### config.mk
export PLATFORM = sky130hd
export DESIGN_NAME = bsr_sync
export DESIGN_NICKNAME = d
export VERILOG_FILES = /design/src/rtl/bsr_pkg.sv /design/src/rtl/bsr_host_seq.sv /design/src/rtl/bsr_sync.sv
export SDC_FILE = /design/constraint.sdc
export NUM_CORES = 1
export LEC_CHECK = 0
export BUFFER_PORTS_ARGS = -buffer_cell sky130_fd_sc_hd__clkbuf_2
export CAP_MARGIN = 40
export CORE_MARGIN = 5
export CORE_UTILIZATION = 61
export CTS_BUF_LIST = sky130_fd_sc_hd__clkbuf_8
export DETAILED_ROUTE_END_ITERATION = 7
export PLACE_DENSITY = 0.93
export SYNTH_ARGS = -nofsm -noshare
export SYNTH_HDL_FRONTEND = slang
export SYNTH_SLANG_ARGS = --single-unit
### constraint.sdc
create_clock -name iclk -period 4.56 [get_ports iclk]
set_clock_uncertainty 0.05 [all_clocks]
set_input_delay 0.456 -clock iclk [delete_from_list [all_inputs] [get_ports iclk]]
set_output_delay 0.456 -clock iclk [all_outputs]
set_load 0.05 [all_outputs]
### src/rtl/bsr_pkg.sv
// Shared types and helpers for the synchronous boundary-scan register and its host sequencer.
package bsr_pkg;

  typedef enum logic [2:0] {
    IDLE,
    CAP,
    SHIFT,
    UPD,
    DONE
  } bsr_host_st_t;

  function automatic int bsr_cnt_w(input int width);
    return $clog2(width + 1);
  endfunction

endpackage

### src/rtl/bsr_host_seq.sv
// Host scan sequencer: runs capture/shift/update without the TAP and owns the shared shift counter.
module bsr_host_seq
  import bsr_pkg::*;
#(
  parameter int WIDTH = 32,
  parameter int CNT_W = bsr_cnt_w(WIDTH)
) (
  input  logic             iclk,
  input  logic             resetn,
  input  logic             host_req_i,
  input  logic [WIDTH-1:0] host_wdata_i,
  input  logic             sr0_i,
  input  logic             cap_en_i,
  input  logic             shift_en_i,
  output logic             cap_o,
  output logic             shift_o,
  output logic             upd_o,
  output logic             sbit_o,
  output logic [WIDTH-1:0] host_rdata_o,
  output logic             host_ack_o,
  output logic             busy_o,
  output logic [CNT_W-1:0] shift_cnt_o
);

  localparam logic [CNT_W-1:0] CntMax    = '1;
  localparam logic [CNT_W-1:0] LastShift = CNT_W'(WIDTH - 1);

  bsr_host_st_t     state_q, state_d;
  logic [WIDTH-1:0] wq_q, wq_d;
  logic [WIDTH-1:0] rdata_q, rdata_d;
  logic [CNT_W-1:0] cnt_q, cnt_d;

  always_ff @(posedge iclk or negedge resetn) begin
    if (!resetn) begin
      state_q <= IDLE;
      wq_q    <= '0;
      rdata_q <= '0;
      cnt_q   <= '0;
    end else begin
      state_q <= state_d;
      wq_q    <= wq_d;
      rdata_q <= rdata_d;
      cnt_q   <= cnt_d;
    end
  end

  // The counter follows the final (host or TAP) enables, so both paths share it.
  always_comb begin
    state_d    = state_q;
    wq_d       = wq_q;
    rdata_d    = rdata_q;
    cnt_d      = cnt_q;
    cap_o      = 1'b0;
    shift_o    = 1'b0;
    upd_o      = 1'b0;
    sbit_o     = 1'b0;
    host_ack_o = 1'b0;
    busy_o     = (state_q != IDLE);

    if (cap_en_i) begin
      cnt_d = '0;
    end else if (shift_en_i && (cnt_q != CntMax)) begin
      cnt_d = cnt_q + 1'b1;
    end

    case (state_q)
      IDLE: begin
        if (host_req_i) begin
          wq_d    = host_wdata_i;
          state_d = CAP;
        end
      end
      CAP: begin
        cap_o   = 1'b1;
        state_d = SHIFT;
      end
      SHIFT: begin
        shift_o = 1'b1;
        for (int i = 0; i < WIDTH; i++) begin
          if (cnt_q == CNT_W'(i)) begin
            sbit_o     = wq_q[i];
            rdata_d[i] = sr0_i;
          end
        end
        if (cnt_q == LastShift) begin
          state_d = UPD;
        end
      end
      UPD: begin
        upd_o   = 1'b1;
        state_d = DONE;
      end
      DONE: begin
        host_ack_o = 1'b1;
        state_d    = IDLE;
      end
      default: state_d = IDLE;
    endcase
  end

  assign host_rdata_o = rdata_q;
  assign shift_cnt_o  = cnt_q;

endmodule

### src/rtl/bsr_sync.sv
// Synchronous boundary-scan register with TAP-decoded enables and a built-in host scan sequencer.
module bsr_sync
  import bsr_pkg::*;
#(
  parameter int               WIDTH    = 32,
  parameter logic [WIDTH-1:0] SAFE_VAL = '0,
  localparam int              CNT_W    = bsr_cnt_w(WIDTH)
) (
  input  logic             iclk,
  input  logic             resetn,
  input  logic [WIDTH-1:0] p_data_in,
  output logic [WIDTH-1:0] p_data_out,
  input  logic             s_data_in,
  output logic             s_data_out,
  input  logic             mode,
  input  logic             capture_dr,
  input  logic             shift_dr,
  input  logic             update_dr,
  input  logic             host_req,
  input  logic [WIDTH-1:0] host_wdata,
  output logic [WIDTH-1:0] host_rdata,
  output logic             host_ack,
  output logic             busy,
  output logic [CNT_W-1:0] shift_cnt
);

  logic [WIDTH-1:0] sr_q, sr_d;
  logic [WIDTH-1:0] ur_q, ur_d;
  logic             host_cap, host_shift, host_upd, host_sbit;
  logic             tap_ok, cap_en, shift_en, upd_en, serial_in;

  bsr_host_seq #(
    .WIDTH (WIDTH),
    .CNT_W (CNT_W)
  ) u_host_seq (
    .iclk         (iclk),
    .resetn       (resetn),
    .host_req_i   (host_req),
    .host_wdata_i (host_wdata),
    .sr0_i        (sr_q[0]),
    .cap_en_i     (cap_en),
    .shift_en_i   (shift_en),
    .cap_o        (host_cap),
    .shift_o      (host_shift),
    .upd_o        (host_upd),
    .sbit_o       (host_sbit),
    .host_rdata_o (host_rdata),
    .host_ack_o   (host_ack),
    .busy_o       (busy),
    .shift_cnt_o  (shift_cnt)
  );

  // TAP enables only count in IDLE and lose to a host request arriving in the same cycle.
  always_comb begin
    tap_ok    = !busy && !host_req;
    cap_en    = host_cap   | (tap_ok && capture_dr);
    shift_en  = host_shift | (tap_ok && !capture_dr && shift_dr);
    upd_en    = host_upd   | (tap_ok && !capture_dr && !shift_dr && update_dr);
    serial_in = host_shift ? host_sbit : s_data_in;

    sr_d = sr_q;
    ur_d = ur_q;
    if (cap_en) begin
      sr_d = p_data_in;
    end else if (shift_en) begin
      sr_d = {serial_in, sr_q[WIDTH-1:1]};
    end
    if (upd_en) begin
      ur_d = sr_q;
    end
  end

  always_ff @(posedge iclk or negedge resetn) begin
    if (!resetn) begin
      sr_q <= '0;
      ur_q <= SAFE_VAL;
    end else begin
      sr_q <= sr_d;
      ur_q <= ur_d;
    end
  end

  assign s_data_out = sr_q[0];
  assign p_data_out = mode ? ur_q : p_data_in;

endmodule

==> flow_summary.ini, run 1 <==
[status]
status = completed

[cells_and_area]
fin_util_pct = 72.9
nets = 782
final_common_cell = clkbuf_2
diodes = 0
final_cell_mix = clkbuf_2 (143), dfrtp_1 (137), mux2_2 (124)
syn_to_final_growth_pct = 17.7
drive_above_1_share_pct = 44.9
design_area_mm2 = 0.00791

[logic_synthesis]
yosys.area_share.simple_pct = 10.1
yosysTopAreaCell = dfrtp_1
ys.flop_type = dfrtp_1
synth_compound_area_share_pct = 8.21
synthCells = 578
postSynthAreaPerCell_um2 = 11.6
synth.top_cell.area_share_pct = 51.0
synth_area_leaders = dfrtp_1 (51%), mux2_2 (21%), mux2i_1 (4.6%)
synthMuxAreaShare_pct = 25.6
ys_warn_count = 0
synthArstFlopShare_pct = 100
yosysSeqAreaShare_pct = 51.0
synthAdderAreaFrac_pct = 0.745
synth-edff-count = 0
synth_cell_type_count = 58
synth_seq_cells = 137
synth_xor_area_share_pct = 0.521
syn-num-nets = 654
syn_area_mm2 = 0.00672
synth_top_family_by_area = multiplexers

[routing]
routedWlPerCell_um = 18.5
via_per_inst = 5.93
dr.pass1.iters = 6
antenna_left = 0
routed_wl_um = 15900
drt_iter0_drc = 538
dr_total_vias = 5090
drc = 0

[timing]
worst_slew_pin_slew_ns = 0.904
min_period_ns = 2.96
fin_ws_ns = 1.60
relSlewSlack_pct = 39.7
setup_tns_ns = 0
period_share_pct = 65.0
holdWs_ns = 0.0252
finalMaxSlewViolations = 0
final_hold_viol_count = 0
rsz0062_at_grt = false
max_freq_mhz = 337
setup_viol = 0

[global_route]
grt-ovfl-total = 0
antenna_found_initial = 0
groute.usage.overall_pct = 24.7
first_global_vias = 5163
grt_pass1_wl_um = 25700
grt_start_max_net_pins = 92

[worst_setup_path]
path_cells = inv_1 -> ha_1 -> nor2b_1 -> a221oi_1 -> o221ai_4 -> a21oi_1 -> a31oi_1 -> o21ai_1 -> a31oi_1
startpoint_type = flop
crit_fanout = 26
crit_path_end_kind = flop
cp_slowest_cell = ha_1
cpPeakStageDelay_ns = 0.76
cp_num_buf_inv = 1
crit_top_cell = a31oi_1
crit_arrival_ns = 3.23
worstSetupPathType = reg2reg
critPathRequiredTime_ns = 4.83
path_delay_family = compound AO/OA/AOI/OAI gates

[clocking]
clock_latency_ns = 0.44
cts_setup_buffers = 0
cts_buffers = 17
cts_tree = yes
cts_buffer_depth = 2
cts.clk_slew.worst_paths_ns = 0.07
cts_hold_buf = 0
root_buffer = clkbuf_8
htree_levels = 4
cts_sinks = 137
post_cts_resized = 0

[power]
p_leak_nw = 3.83
p_per_area_mw_per_mm2 = 685
ir_drop_uv = 389

[placement]
place_area_mm2 = 0.00753
dpl.hpwl_um = 11200
dpl_worst_slack_ns = 1.73
numPortBuffers = 144
gp_congestion = 0.912

[floorplanning]
core-area_mm2 = 0.0108
row_count = 38
ioPinCount = 145
dieArea_mm2 = 0.0132
die_w_um = 115
die_h_um = 115
start_util_pct = 62.0

[job]
drv_cap = 0

[hold_path]
hold_path.class = in2async
==> worst reg2reg max path: stages (launching register included) <==
cell and delay [ns]:
dfrtp_1 0.43, inv_1 0.12, ha_1 0.76, nor2b_1 0.25, a221oi_1 0.60, o221ai_4 0.17, a21oi_1 0.15, a31oi_1 0.06
o21ai_1 0.16, a31oi_1 0.10
==> flip-flops by register name (all words and copies together) (netlist names) <==
register,cells
sr_q,32
u_host_seq.wq_q,32
ur_q,32
u_host_seq.host_rdata_o,32
u_host_seq.shift_cnt_o,6
u_host_seq.state_q,3
==> cell usage after synthesis, types with 2 or more instances <==
cell type,number
nand2_1,61
mux2i_1,31
mux2_2,124
nand2b_1,2
nor3_1,5
a21oi_1,13
ha_1,4
and2b_1,2
nor2_1,26
o21ai_0,40
inv_1,12
o211ai_1,2
buf_6,2
buf_2,16
a31oi_1,6
nor2b_1,5
buf_1,5
o31ai_1,2
a22oi_1,2
xor2_1,2
clkbuf_1,16
buf_4,3
nor4b_1,2
a221oi_1,4
dfrtp_1,137
xnor2_1,2
nor3b_1,2
nand3_1,20
==> through the flow <==
| step | std cells | total power [mW] |
|---|---|---|
| 6_report | 859 | 5.42 |
| 5_1_grt | 859 | 5.74 |
| 4_1_cts | 859 | 5.44 |
| 3_5_place_dp | 827 | 4.50 |
| 3_3_place_gp | 826 | 4.33 |
| 2_1_floorplan | 578 | 3.88 |
==> metal layers <==
layer  vias up  share of wire [%]  global-route usage, %
met2       195                 51                   41.7
met3        33                5.7                   5.84
met4         0                2.0                   9.23
li1       2318                  -                      -
met5         -                  0                      0
met1      2544                 41                   31.0
==> cell families after synthesis <==
group,after synthesis
buffers and inverters,55
flip-flops,137
AND/OR/NAND/NOR,138
AO/OA/AOI/OAI,84
multiplexers,156
adder cells (fa/ha/maj),4
XOR/XNOR,4
==> worst paths after layout <==
check	from	endpoint	slack [ns]	cells past startpoint
setup / recovery	u_host_seq.shift_cnt_o[1]	sr_q[31]	1.60	9
hold / removal	resetn	ur_q[21]	0.03	1
min in group iclk	host_wdata[20]	u_host_seq.wq_q[20]	0.18	3
setup reg to reg	u_host_seq.shift_cnt_o[1]	sr_q[31]	1.60	9
max in group asynchronous	resetn	u_host_seq.host_rdata_o[14]	3.27	2
hold reg to reg	ur_q[31]	ur_q[31]	0.44	2
==> where the power goes <==
| group | internal (mW) | leakage (nW) | switching, mW |
|---|---|---|---|
| Sequential | 1.70 | 1.73 | 0.368 |
| Clock | 0.470 | 0.199 | 0.458 |
| Combinational | 0.944 | 1.89 | 1.48 |
==> layout make-up <==
class	count	area, um^2
Clock buffer	20	275
Clock inverter	12	101
Fill cell	762	2930
Inverter	13	51.3
Multi-Input combinational cell	386	3080
Sequential cell	137	3430
Tap cell	140	175
Timing Repair Buffer	151	800
No activity file was read; power rests on OpenSTA's default activity.
==> inputs of run 2 (changes only) <==
Settings changed: CORE_UTILIZATION 61 to 57, PLACE_DENSITY 0.93 to 0.88.
Clock period 4.56 ns to 2.9 ns, I/O delays scaled along.
==> run 2 against run 1 <==
Against the previous run: power increased by 62%; sequential cell count unchanged; critical path depth increased by 1; first-iteration DRC count decreased by 25%; cell count increased by 2.0%; clock power increased by 78%; register-to-register slack got worse by 1.2 ns; global-route usage decreased by 0.64 points; worst hold slack improved by 0.0014 ns; largest power group unchanged.
==> flow_summary.ini, run 2 (same netlist as run 1, synthesis figures left out) <==
[global_route]
grt_start_max_net_pins = 63
grt-ovfl-total = 0
grt_pass1_wl_um = 27400
antenna_found_initial = 0
groute.usage.overall_pct = 24.1
first_global_vias = 5353

[clocking]
cts.clk_slew.worst_paths_ns = 0.08
post_cts_resized = 0
cts_buffers = 17
cts_tree = yes
clock_latency_ns = 0.44
cts_hold_buf = 7
root_buffer = clkbuf_8
cts_setup_buffers = 0
cts_buffer_depth = 2
htree_levels = 4
cts_sinks = 137

[cells_and_area]
final_common_cell = clkbuf_2
fin_cells = 876
fin_util_pct = 70.7
nets = 796
design_area_mm2 = 0.00811
syn_to_final_growth_pct = 20.7
final_cell_mix = clkbuf_2 (143), dfrtp_1 (137), mux2_2 (124)
diodes = 0
drive_above_1_share_pct = 45.0

[routing]
drt_iter0_drc = 404
dr_total_vias = 5032
antenna_left = 0
routedWlPerCell_um = 18.5
drc = 0
via_per_inst = 5.74
dr.pass1.iters = 5
routed_wl_um = 16200

[timing]
holdWs_ns = 0.0266
min_period_ns = 2.52
setup_viol = 0
setup_tns_ns = 0
rsz0062_at_grt = false
relSlewSlack_pct = 43.2
finalMaxSlewViolations = 0
fin_ws_ns = 0.376
period_share_pct = 87.0
worst_slew_pin_slew_ns = 0.852
final_hold_viol_count = 0
max_freq_mhz = 396

[worst_setup_path]
crit_path_end_kind = flop
worstSetupPathType = reg2reg
crit_arrival_ns = 2.84
startpoint_type = flop
crit_fanout = 16
critPathRequiredTime_ns = 3.22

[floorplanning]
ioPinCount = 145
dieArea_mm2 = 0.0141
die_h_um = 119
start_util_pct = 58.6
row_count = 39
die_w_um = 119
core-area_mm2 = 0.0115

[placement]
numPortBuffers = 144
place_inst = 836
dpl.hpwl_um = 11600
dpl_worst_slack_ns = 0.447
gp_congestion = 0.921
place_area_mm2 = 0.00759

[job]
drv_cap = 0

[status]
status = completed

[power]
p_total_mw = 8.76
p_leak_nw = 3.91
ir_drop_uv = 815
p_per_area_mw_per_mm2 = 1080

[hold_path]
hold_path.class = in2reg
[run 2: cell types whose count changed in the layout (fill, tap and decap cells not counted)]
| cell | previous run | this run |
|---|---|---|
| buf_12 | 0 | 1 |
| buf_16 | 1 | 2 |
| buf_4 | 6 | 11 |
| bufinv_16 | 1 | 3 |
| clkinv_2 | 5 | 3 |
| clkinv_4 | 4 | 0 |
| clkinvlp_4 | 1 | 4 |
| dlygate4sd3_1 | 0 | 7 |
| inv_6 | 0 | 1 |
[run 2: metal layers]
metal	wire [um]	part of all wire, %	global-route usage, %	vias to the layer above
met4	320	2.0	8.72	0
met3	1010	6.2	6.49	27
li1	-	-	-	2333
met5	0	0	0	-
met1	6860	42	31.8	2484
met2	8030	50	38.4	188
[run 2: final timing paths]
check                                              end  slack, ns                      start  depth (start not counted)
setup / recovery                              sr_q[31]       0.38  u_host_seq.shift_cnt_o[0]                         10
hold / removal                     u_host_seq.wq_q[25]       0.03             host_wdata[25]                          2
setup reg to reg                              sr_q[31]       0.38  u_host_seq.shift_cnt_o[0]                         10
hold reg to reg                                ur_q[2]       0.46                    ur_q[2]                          1
max in group asynchronous  u_host_seq.host_rdata_o[20]       1.58                     resetn                          4
min in group asynchronous                     ur_q[17]       0.30                     resetn                          2
[run 2: area by class of cell]
type	instances	area [um^2]
Timing Repair Buffer	165	955
Sequential cell	137	3430
Fill cell	834	3360
Multi-Input combinational cell	386	3080
Tap cell	143	179
Clock inverter	12	148
Clock buffer	20	275
Inverter	13	51.3
[run 2: worst max-delay path: stages, from the launching register on]
cell and delay [ns]:
dfrtp_1 0.44, inv_1 0.11, ha_1 0.15, buf_4 0.21, nor2b_1 0.36, a221oi_1 0.21, o221ai_4 0.23, a21oi_2 0.05
a2111oi_2 0.33, o21ai_1 0.14, a31oi_1 0.17
[run 2: report_power, final]
part	switching, mW	internal, mW	total [mW]	leakage (nW)
registers	0.558	2.67	3.23	1.73
logic	2.34	1.54	3.88	1.97
clock network	0.738	0.914	1.65	0.208
total	3.63	5.12	8.76	3.91
==> inputs of run 3 (changes only) <==
Settings changed: CORE_UTILIZATION 57 to 61, PLACE_DENSITY 0.88 to 0.93.
Clock period 2.9 ns to 3.25 ns, I/O delays scaled along.
==> run 3 against run 2 <==
Against the previous run: combinational power down 12%; non-clock buffer count is 9 lower; clock power fell by 7%; first-iteration DRC count is 6.7% lower; maximum frequency decreased by 4.5%; power decreased by 10%; die area is 6.0% lower.
==> flow_summary.ini, run 3 (same netlist as run 1, synthesis figures left out) <==
[global_route]
antenna_found_initial = 0
grt_pass1_wl_um = 26100
groute.usage.overall_pct = 25.2
grt-ovfl-total = 0
grt_start_max_net_pins = 87
first_global_vias = 5171

[cells_and_area]
num-fill-cells = 726
syn_to_final_growth_pct = 19.7
diodes = 0
final_cell_mix = clkbuf_2 (143), dfrtp_1 (137), mux2_2 (124)
final_common_cell = clkbuf_2
nets = 787
drive_above_1_share_pct = 45.2

[power]
p_leak_nw = 3.88
p_per_area_mw_per_mm2 = 978
ir_drop_uv = 544
p_total_mw = 7.87

[worst_setup_path]
worstSetupPathType = reg2reg
r2r_end = sr_q[31]
cp_slowest_cell = ha_1
critPathRequiredTime_ns = 3.58
rrSetupSlack_ns = 0.61
reg2reg_depth = 9
crit_path_end_kind = flop
crit_fanout = 16
crit_arrival_ns = 2.98
startpoint_type = flop
path_cells = inv_1 -> ha_1 -> nor2b_1 -> a221oi_1 -> o221ai_4 -> a21oi_2 -> a2111oi_2 -> o21ai_1 -> a31oi_1
timing.rr.start = u_host_seq.shift_cnt_o[0]
cpPeakStageDelay_ns = 0.49

[job]
drv_cap = 0

[routing]
drt_iter0_drc = 377
routedWlPerCell_um = 18.5
drc = 0
via_per_inst = 5.82
antenna_left = 0
routed_wl_um = 16000
dr_total_vias = 5025
dr.pass1.iters = 6

[floorplanning]
start_util_pct = 62.0
core-area_mm2 = 0.0108
ioPinCount = 145
row_count = 38
dieArea_mm2 = 0.0132
die_w_um = 115
die_h_um = 115

[hold_path]
hp-start = host_wdata[30]
hold_path.class = in2reg
min_path_cells = 3
min_to = u_host_seq.wq_q[30]

[placement]
numPortBuffers = 144
gp_congestion = 0.953
dpl.hpwl_um = 11300
dpl_worst_slack_ns = 0.672

[clocking]
cts_buffer_depth = 2
cts_tree = yes
cts_sinks = 137
cts_buffers = 17
clock_latency_ns = 0.46
cts.clk_slew.worst_paths_ns = 0.08
htree_levels = 4
cts_setup_buffers = 0
cts_hold_buf = 2
post_cts_resized = 0
root_buffer = clkbuf_8

[timing]
finalMaxSlewViolations = 0
setup_viol = 0
final_hold_viol_count = 0
relSlewSlack_pct = 41.5
period_share_pct = 81.3
rsz0062_at_grt = false
worst_slew_pin_slew_ns = 0.877
min_period_ns = 2.64
max_freq_mhz = 378
fin_ws_ns = 0.607
setup_tns_ns = 0

[status]
status = completed
==> run 3: cell count changes in the layout (fill, tap and decap cells not counted), sizes merged <==
cell / before / now
clkinvlp: 4 / 2
dlygate4sd3: 7 / 2
clkinv: 3 / 6
clkbuf: 163 / 161
buf: 15 / 11
bufinv: 3 / 4
==> run 3: critical path: cells and delay by family (launching register included) <==
family	cells	cell delay (ns)
simple gates	1	0.34
compound gates	6	1.13
flops	1	0.44
buf+inv	1	0.11
fa+ha+maj	1	0.49
==> run 3: through the flow <==
stage               cell area, um^2  util, %  hold slack [ns]  cells
finish                         8050     74.2           0.0281    864
global route                   8050     74.2           0.0208    864
CTS                            8020     74.0          0.00790    863
detailed placement             7560     69.7            0.384    829
global placement               7530     69.5            0.373    828
floorplan                      6720        -          -0.0206    578
==> run 3: layout make-up <==
| type | instances | area [um^2] | area share (%) |
|---|---|---|---|
| Sequential cell | 137 | 3430 | 42.6 |
| Multi-Input combinational cell | 386 | 3080 | 38.2 |
| Timing Repair Buffer | 156 | 875 | 10.9 |
| Clock buffer | 18 | 248 | 3.08 |
| Clock inverter | 14 | 194 | 2.41 |
| Tap cell | 140 | 175 | 2.18 |
| Inverter | 13 | 51.3 | 0.638 |
==> run 3: power breakdown <==
part	total [mW]	switching (mW)	leakage, nW	internal, mW
Combinational	3.43	2.07	1.93	1.36
Clock	1.54	0.678	0.219	0.859
Sequential	2.90	0.518	1.73	2.39
Total	7.87	3.27	3.88	4.60
==> run 3: how the worst max path moves through the flow <==
stage,from,end,cells after the start
2_1_floorplan,u_host_seq.shift_cnt_o[1],sr_q[31],10
3_3_place_gp,u_host_seq.shift_cnt_o[0],sr_q[31],9
3_5_place_dp,u_host_seq.shift_cnt_o[1],sr_q[31],9
4_1_cts,u_host_seq.shift_cnt_o[0],sr_q[31],9
5_1_grt,u_host_seq.shift_cnt_o[0],sr_q[31],9
6_report,u_host_seq.shift_cnt_o[0],sr_q[31],9
==> run 3: routing by layer <==
| metal | up-vias | routed length [um] | GRT usage (%) |
|---|---|---|---|
| met5 | - | 0 | 0 |
| met3 | 30 | 1160 | 6.68 |
| met4 | 0 | 373 | 11.0 |
| met2 | 213 | 8080 | 41.6 |
| met1 | 2461 | 6380 | 31.4 |
| li1 | 2321 | - | - |
